File: src/rtl/stream_mem_responder.sv
// stream_mem_responder: 128-bit request/response AXI-stream endpoint
// driving a fixed-latency memory port.
module stream_mem_responder #(
    parameter int ADDR_WIDTH   = 27,
    parameter int READ_LATENCY = 2,
    parameter int RESP_DEPTH   = 4
) (
    input  logic                  clk_in,
    input  logic                  rst_in,
    input  logic [127:0]          req_axis_data,
    input  logic                  req_axis_tuser,
    input  logic                  req_axis_valid,
    output logic                  req_axis_ready,
    output logic [127:0]          resp_axis_data,
    output logic                  resp_axis_tuser,
    output logic                  resp_axis_valid,
    input  logic                  resp_axis_ready,
    output logic                  mem_en,
    output logic                  mem_wen,
    output logic [ADDR_WIDTH-1:0] mem_addr,
    output logic [127:0]          mem_wdata,
    input  logic [127:0]          mem_rdata,
    output logic                  protocol_err
);

    localparam int AW = ADDR_WIDTH;
    localparam int PW = $clog2(RESP_DEPTH);
    localparam int CW = PW + 1;

    typedef enum logic [1:0] {S_IDLE, S_WRITE, S_READ} state_t;

    state_t                  state, state_n;
    logic                    rdy_q;
    logic [AW-1:0]           cur_addr, cur_addr_n;
    logic [AW-1:0]           left, left_n;
    logic                    iss_en, iss_wen, err_c;
    logic [AW-1:0]           iss_addr;
    logic [CW-1:0]           credits, fifo_cnt;
    logic [PW-1:0]           wr_ptr, rd_ptr;
    logic [127:0]            fifo [RESP_DEPTH];
    logic [READ_LATENCY-1:0] vld;
    logic                    accept, hdr, beat;
    logic                    push, pop, can_issue;
    logic [AW-1:0]           h_addr, h_len;
    logic                    h_wen;

    assign req_axis_ready  = rdy_q & ~rst_in;
    assign accept          = req_axis_valid & req_axis_ready;
    assign hdr             = accept & req_axis_tuser;
    assign beat            = accept & ~req_axis_tuser;
    assign h_addr          = AW'(req_axis_data[54:28]);
    assign h_len           = AW'(req_axis_data[27:1]);
    assign h_wen           = req_axis_data[0];

    assign resp_axis_valid = fifo_cnt != '0;
    assign resp_axis_data  = resp_axis_valid ? fifo[rd_ptr] : '0;
    assign resp_axis_tuser = 1'b0;
    assign push            = vld[READ_LATENCY-1];
    assign pop             = resp_axis_valid & resp_axis_ready;
    // A same-cycle pop frees its slot, keeping one read per cycle.
    assign can_issue       = (credits - CW'(pop)) < CW'(RESP_DEPTH);

    always_comb begin
        state_n    = state;
        cur_addr_n = cur_addr;
        left_n     = left;
        iss_en     = 1'b0;
        iss_wen    = 1'b0;
        iss_addr   = cur_addr;
        err_c      = 1'b0;
        if (hdr) begin
            err_c      = state == S_WRITE;
            state_n    = S_IDLE;
            cur_addr_n = h_addr;
            left_n     = h_len;
            if (h_len != '0) begin
                if (h_wen) begin
                    state_n = S_WRITE;
                end else if (can_issue) begin
                    iss_en     = 1'b1;
                    iss_addr   = h_addr;
                    cur_addr_n = h_addr + AW'(1);
                    left_n     = h_len - AW'(1);
                    state_n    = (h_len == AW'(1)) ? S_IDLE : S_READ;
                end else begin
                    state_n = S_READ;
                end
            end
        end else begin
            case (state)
                S_IDLE: err_c = beat;
                S_WRITE: begin
                    if (beat) begin
                        iss_en     = 1'b1;
                        iss_wen    = 1'b1;
                        cur_addr_n = cur_addr + AW'(1);
                        left_n     = left - AW'(1);
                        if (left == AW'(1)) state_n = S_IDLE;
                    end
                end
                S_READ: begin
                    if (can_issue) begin
                        iss_en     = 1'b1;
                        cur_addr_n = cur_addr + AW'(1);
                        left_n     = left - AW'(1);
                        if (left == AW'(1)) state_n = S_IDLE;
                    end
                end
                default: state_n = S_IDLE;
            endcase
        end
    end

    always_ff @(posedge clk_in) begin
        if (rst_in) begin
            state        <= S_IDLE;
            rdy_q        <= 1'b1;
            cur_addr     <= '0;
            left         <= '0;
            mem_en       <= 1'b0;
            mem_wen      <= 1'b0;
            mem_addr     <= '0;
            mem_wdata    <= '0;
            protocol_err <= 1'b0;
            credits      <= '0;
            vld          <= '0;
            wr_ptr       <= '0;
            rd_ptr       <= '0;
            fifo_cnt     <= '0;
        end else begin
            state        <= state_n;
            rdy_q        <= state_n != S_READ;
            cur_addr     <= cur_addr_n;
            left         <= left_n;
            mem_en       <= iss_en;
            mem_wen      <= iss_wen;
            protocol_err <= err_c;
            if (iss_en) mem_addr <= iss_addr;
            if (iss_wen) mem_wdata <= req_axis_data;
            credits  <= credits + CW'(iss_en & ~iss_wen) - CW'(pop);
            vld      <= (vld << 1) | READ_LATENCY'(mem_en & ~mem_wen);
            fifo_cnt <= fifo_cnt + CW'(push) - CW'(pop);
            if (push) wr_ptr <= wr_ptr + PW'(1);
            if (pop) rd_ptr <= rd_ptr + PW'(1);
        end
    end

    always_ff @(posedge clk_in) begin
        if (push) fifo[wr_ptr] <= mem_rdata;
        if (!rst_in) begin
            assert (!(push && !pop && fifo_cnt == CW'(RESP_DEPTH)));
        end
    end

endmodule

File: config.mk
export PLATFORM = sky130hd
export DESIGN_NAME = stream_mem_responder
export DESIGN_NICKNAME = d
export VERILOG_FILES = /design/src/rtl/stream_mem_responder.sv
export SDC_FILE = /design/constraint.sdc
export NUM_CORES = 1
export LEC_CHECK = 0
export CORE_AREA = 8 8 262 264
export DETAILED_ROUTE_END_ITERATION = 7
export DIE_AREA = 0 0 270 272
export PLACE_DENSITY = 0.76
export SETUP_SLACK_MARGIN = 0.4
export SLEW_MARGIN = 15
export SYNTH_ARGS = -nofsm -noshare
export SYNTH_HDL_FRONTEND = slang
export SYNTH_SLANG_ARGS = --single-unit
File: constraint.sdc
create_clock -name clk_in -period 4.4 [get_ports clk_in]
set_input_delay 1.32 -clock clk_in [delete_from_list [all_inputs] [get_ports clk_in]]
set_output_delay 1.32 -clock clk_in [all_outputs]
set_load 0.01 [all_outputs]
==> metrics.md, run 1 <==
| Metric | Value |
|---|---|
| Status | finished clean |
| Hold Vio Cnt, Final | 0 |
| Yosys warning total | 0 |
| Root buffer cell | clkbuf_16 |
| Initial antenna violation count | 11 |
| Vias in the first global route | about 21000 |
| Clock Skew | between 0.03 and 0.04 ns |
| R2r setup slk | ~1.1 ns |
| P_leak | 12.8 nW |
| Post-synth top area cell | edfxtp_1 |
| Routed length per instance | around 23 um |
| Vias per cell | 5.56 |
| Clk_lat worst skew | 0.63 ns |
| Initial Util | 46.2% |
| Site Rows | 94 |
| Synthesized net count | 2463 |
| Post-DRT Antenna Nets | 0 |
| Synth-to-layout area growth | 32.3% |
| Peak VDD IR | 285 uV |
| DPL Wire Length | 56.7 mm |
| Power per cell area | 496 nW/um^2 |
| Number of max-cap violations | 0 |
| Die W | 270 um |
| Synth unique cells | 72 |
| Least-Margin Pin Slew | 1.27 ns |
| Worst EP required | 3.08 ns |
| Worst setup path class | flop to output port |
| Critical path's largest stage delay | 0.78 ns |
| Yosys reg bits | 741 |
| CTS tree | yes |
| Period Utilization, post-route | 89.1% |
| Number of synthesized flops with an enable pin | 512 |
| Final worst setup slack | 0.482 ns |
| Finished Cell Area | between 30000 and 40000 sq um |
| RSZ-0062 raised after global routing | false |
| DR iter-0 viols | 1615 |
| Port bufs | between 500 and 600 |
| Async S/R FF share, synth | 0% |
| Post-synthesis sequential area ratio | 66.6% |
| Total global routing overflow | 0 |
| Share of post-route cells with drive strength above 1 | 12.8% |
| H-tree depth | 3 |
| Largest net degree at the start of global routing | 111 |
| Mapped Area | roughly 30000 sq um |
| Cells after synthesis | 2181 |
| Max-slew violations | 0 |
| Top cell type's share of synthesized area | 51.3% |
| Setup_tns | 0 ns |
| Via count | 20563 |
| Drt pass-1 iters | 5 |
| Post-route core utilization | 61.2% |
| Top_reg_cell synth | edfxtp_1 |
| F_max | 255 MHz |
| Dpl ws | -0.135 ns |
| Gp weighted congestion | 0.893 |
| Min cycle time layout | 3.92 ns |
| Longest Clk Path Bufs | 3 |
| CP Capture Type | output port |
| Core ar. | between 60000 and 70000 sq um |
| Die H | about 270 um |
| CP max-delay cell | or3_2 |
| Routed wire length | 85.0 mm |
| Pwr Total | approximately 20 mW |
| Reg clk slew, reported paths | 0.06 ns |
| DRC Markers | 0 |
| HP Class | flop to flop |
| CP Launch Type | flop |
| Finish-stage setup viols | 0 |
| Die Area | 73400 sq um |
| Synth Area per Inst | 13.7 sq um |
| First-pass GRT wire length | 129 mm |
| Synth area leaders | edfxtp_1 51%, dfxtp_1 15%, mux4_2 9.6% |
| Total global-route track usage | 22.4% |
| Crit path cell chain | or3_2, and2_1, clkdlybuf4s50_1 |
| Nets@finish | 3049 |
| Fillers | 4776 |
| Relative slew slack | between 10% and 20% |
| WP data arrival | ~2.6 ns |
| Clock sink count | 741 |
| Placed Instance Area | 36900 sq um |
| CP Max Fanout | 16 |
| TritonCTS Buffers | 77 |
| # IOs | 550 |
-- sequential cells by signal (all words and copies together), names as in the netlist, named ones only --
| signal | flops |
|---|---|
| mem_wen | 1 |
| cur_addr | 27 |
| protocol_err | 1 |
| mem_wdata | 128 |
| rd_ptr | 2 |
| wr_ptr | 2 |
| left | 27 |
| mem_addr | 27 |
| vld | 2 |
| state | 2 |
| fifo_cnt | 3 |
| credits | 3 |
| mem_en | 1 |
| fifo | 512 |
| rdy_q | 1 |
-- where the power goes --
group	leakage (nW)	switching, mW	internal, mW	total, mW
Combinational	5.06	2.53	2.97	5.50
Clock	1.24	2.73	3.72	6.46
Sequential	6.46	0.155	7.55	7.71
Total	12.8	5.42	14.2	19.7
-- area by class of cell --
type                            instances  area, sq um  area share [%]
Tap cell                              864         1080            2.73
Antenna cell                            6         15.0          0.0379
Sequential cell                       741        20000            50.4
Inverter                               21         81.3           0.205
Multi-Input combinational cell       1288         9470            23.9
Timing Repair Buffer                  638         6480            16.3
Clock buffer                          104         2120            5.35
Clock inverter                         38          413            1.04
-- metal layers --
| metal | GRT usage [%] | up-vias | share of wire (%) |
|---|---|---|---|
| met1 | 27.7 | 10315 | 39 |
| li1 | - | 9326 | - |
| met4 | 6.69 | 10 | 2.2 |
| met2 | 39.0 | 792 | 51 |
| met3 | 5.52 | 120 | 7.7 |
| met5 | 0 | - | 0.081 |
-- path summary, 6_finish.rpt --
kind / start / endpoint / depth (start not counted)
max: fifo_cnt[2] / resp_axis_data[60] / 3
min reg2reg: mem_wen / vld[0] / 1
min: mem_wen / vld[0] / 1
max reg2reg: fifo_cnt[2] / left[2] / 9
-- cells in the final DEF, fill, tap and decap left out, drive strengths merged, types with 7 or more instances in the layout --
| cell | instances |
|---|---|
| ha | 19 |
| a21oi | 174 |
| clkdlybuf4s50 | 547 |
| nor2 | 96 |
| mux4 | 128 |
| buf | 91 |
| clkbuf | 104 |
| a211oi | 40 |
| xnor2 | 24 |
| xor2 | 29 |
| a2111oi | 8 |
| and3 | 17 |
| edfxtp | 512 |
| inv | 27 |
| nand4 | 11 |
| mux2i | 29 |
| o21ai | 35 |
| or4 | 10 |
| or3 | 11 |
| o22ai | 22 |
| nor2b | 7 |
| nor3 | 38 |
| and2 | 134 |
| or2 | 7 |
| nor4 | 20 |
| nand2 | 315 |
| nand3 | 41 |
| clkinv | 27 |
| dfxtp | 229 |
-- synth_stat cells, drive strengths merged (7+ instances only) --
library cell and count:
ha 19, or3 9, inv 21, nor4 20, a21oi 174, nand3 41, clkbuf 102, or2 7
nor3 38, xnor2 24, and3 17, o21ai 35, buf 31, nand4 11, nor2b 7, or4 10
nand2 315, and2 134, o22ai 22, dfxtp 229, xor2 29, a2111oi 8, nor2 96, mux4 128
mux2i 29, edfxtp 512, a211oi 40
-- cell families after synthesis --
family,after synthesis,synth area share (%)
AO/OA/AOI/OAI,327,6.55
XOR/XNOR,53,1.55
adder cells (fa/ha/maj),21,0.927
buffers and inverters,154,2.01
flip-flops,741,66.6
multiplexers,157,10.6
other,1,0.0125
AND/OR/NAND/NOR,727,11.7
-- worst max-delay path, delay by kind of cell (launching register included) --
family | cells | cell delay, ns
buffers and inverters | 1 | 0.52
DFF | 1 | 0.44
and+or+nand+nor | 2 | 1.03
-- repair_timing --
action / in CTS / in global routing
pin swaps: 1 / 0
resized for setup: 1 / 1
cloned: 2 / 0
buffers inserted: 6 / 0
setup endpoints to repair: 129 / 2
endpoints found under the hold margin: 0 / 0
hold buffers: 0 / 0
-- metrics by stage --
step	hold slack, ns	cells
2_1_floorplan	0.414	2181
3_3_place_gp	0.411	3544
3_5_place_dp	0.430	3544
4_1_cts	0.439	3694
5_1_grt	0.452	3699
6_report	0.429	3700
(Power assumes the default switching activity.)
==> inputs of run 2 (changes only) <==
CAP_MARGIN = 10   (was not set)
CTS_CLUSTER_SIZE = 12   (was not set)
==> metrics.md, run 2 (synthesized netlist as in run 1, its figures left out) <==
| Metric | Value |
|---|---|
| Nets@finish | 3050 (+0.033%) |
| Die H | 272 um (unchanged) |
| TritonCTS Buffers | 77 (unchanged) |
| Min cycle time layout | 3.90 ns (-0.0149 ns) |
| Port bufs | 548 (unchanged) |
| Worst EP required | 3.08 ns (about the same) |
| HP Class | flop to flop |
| DRC Markers | 0 (unchanged) |
| Finished Cell Area | 39400 sq um (-0.56%) |
| Die W | 270 um (unchanged) |
| Drt pass-1 iters | 6 (+1) |
| Routed wire length | 84.7 mm (-0.41%) |
| Final worst setup slack | 0.497 ns (+0.0149 ns) |
| Clk_lat worst skew | 0.60 ns (-0.03 ns) |
| Peak VDD IR | 292 uV (+2.4%) |
| Post-Layout Cell Count | 3680 (-0.54%) |
| Via count | 20574 (+0.053%) |
| Post-Place Cells | 3544 (unchanged) |
| Relative slew slack | 19.5% (+4.2 points) |
| CP Max Fanout | 18 (+2) |
| Hold Worst Slack | 0.429 ns (+0.000525 ns) |
| RSZ-0062 raised after global routing | false |
| Share of post-route cells with drive strength above 1 | 12.4% (-0.42 points) |
| Pwr Total | 19.3 mW (-2.1%) |
| Min-delay src | mem_wen |
| Max-slew violations | 0 (unchanged) |
| Site Rows | 94 (unchanged) |
| Gp weighted congestion | 0.893 (unchanged) |
| H-tree depth | 3 (unchanged) |
| Reg clk slew, reported paths | 0.06 ns (about the same) |
| Hold Path Stages | 1 (unchanged) |
| Power per cell area | 488 nW/um^2 (-1.5%) |
| First-pass GRT wire length | 129 mm (-0.35%) |
| Largest net degree at the start of global routing | 111 (unchanged) |
| Post-DRT Antenna Nets | 0 (unchanged) |
| Synth-to-layout area growth | 31.6% |
| Fillers | 4794 (+0.38%) |
| Placed Instance Area | 36900 sq um (unchanged) |
| Initial antenna violation count | 9 (-2) |
| Vias in the first global route | 21150 (-0.64%) |
| Least-Margin Pin Slew | 1.20 ns (-0.0631 ns) |
| P_leak | 12.6 nW (-0.89%) |
| Total global routing overflow | 0 (unchanged) |
| Worst setup path class | flop to output port |
| Dpl ws | -0.135 ns (unchanged) |
| CP Capture Type | output port |
| Hold Vio Cnt, Final | 0 (unchanged) |
| Reg2reg start | fifo_cnt[2] |
| Status | finished clean |
| # IOs | 550 (unchanged) |
| Commonest cells after routing, fill and taps aside | 547 x clkdlybuf4s50_1, 512 x edfxtp_1, 313 x nand2_1 |
| CTS tree | yes |
| Cells on worst reg2reg path | 9 (unchanged) |
| Initial Util | 46.2% (unchanged) |
| Top Registers | fifo: 512 flops, mem_wdata: 128 flops |
| R2R Path End | left[2] |
| Biggest register | fifo |
| CP Launch Type | flop |
| F_max | 256 MHz (+0.38%) |
| Root buffer cell | clkbuf_16 |
| WP data arrival | 2.58 ns (-0.02 ns) |
| Longest Clk Path Bufs | 3 (unchanged) |
| Period Utilization, post-route | 88.7% (-0.34 points) |
| Total global-route track usage | 22.4% (-0.073 points) |
| Clock sink count | 741 (unchanged) |
| Routed length per instance | 23.0 um (+0.13%) |
| Die Area | 73400 sq um (unchanged) |
| Max reg flops | 512 (unchanged) |
| DR iter-0 viols | 1684 (+4.3%) |
| R2r setup slk | 1.14 ns (+0.06 ns) |
| DPL Wire Length | 56.7 mm (unchanged) |
| Commonest non-fill, non-tap cell in the layout | clkdlybuf4s50_1 |
| Number of max-cap violations | 0 (unchanged) |
| Core ar. | 64800 sq um (unchanged) |
| Vias per cell | 5.59 (+0.60%) |
| Clock Skew | 0.0175 ns (-0.0152 ns) |
| WHS Endpoint | vld[0] |
| Finish-stage setup viols | 0 (unchanged) |
run 2: cell types whose count changed in the layout (fill, tap and decap cells not counted), sizes merged:
cell / before / now
buf: 91 / 92
diode: 6 / 3
clkbuf: 104 / 112
inv: 27 / 26
bufinv: 5 / 0
clkinv: 27 / 7
run 2: metrics by stage:
step	util (%)	TNS, ns
floorplan	-	0
global placement	57.0	-0.141
detailed placement	57.0	-0.228
CTS	60.8	0
global route	60.8	0
finish	60.8	0
run 2: worst max path at each step:
stage                       from  cells past startpoint  slack [ns]                  end
2_1_floorplan  req_axis_data[16]                     11        0.28           credits[1]
3_3_place_gp   req_axis_data[14]                     12        -0.1           credits[1]
3_5_place_dp   req_axis_data[14]                     12       -0.14           credits[1]
4_1_cts              fifo_cnt[1]                      5        0.41   resp_axis_data[12]
5_1_grt                     flop                      5        0.40    resp_axis_data[3]
6_report                    flop                      4        0.50  resp_axis_data[125]
run 2: timing repair:
action | in CTS | in global routing
cloned | 2 | 0
hold buffers | 0 | 0
endpoints found under the setup margin | 129 | 16
setup buffers | 7 | 0
gates resized for setup | 2 | 1
pin swaps | 1 | 0
run 2: layout make-up:
class | instances | area [sq um] | area share, %
Antenna cell | 3 | 7.51 | 0.0191
Clock buffer | 112 | 2170 | 5.51
Inverter | 21 | 81.3 | 0.206
Multi-Input combinational cell | 1288 | 9480 | 24.1
Tap cell | 864 | 1080 | 2.74
Timing Repair Buffer | 639 | 6480 | 16.5
Sequential cell | 741 | 20000 | 50.7
Clock inverter | 12 | 134 | 0.340
run 2: critical path: stages (launching register included):
cell and delay [ns]:
dfxtp_4 0.65, buf_4 0.31, mux4_2 0.33, and2_1 0.19, clkdlybuf4s50_1 0.49
run 2: report_power, final:
group | internal [mW] | total [mW] | switching [mW]
logic | 2.98 | 5.50 | 2.52
registers | 7.56 | 7.71 | 0.156
clock network | 3.43 | 6.04 | 2.61
total | 14.0 | 19.3 | 5.29
run 2: per-layer routing:
| layer | wire length, um | global-route usage (%) |
|---|---|---|
| met1 | 33100 | 27.8 |
| met2 | 42800 | 38.8 |
| met3 | 6690 | 5.64 |
| met4 | 1910 | 6.05 |
| met5 | 89 | 0 |
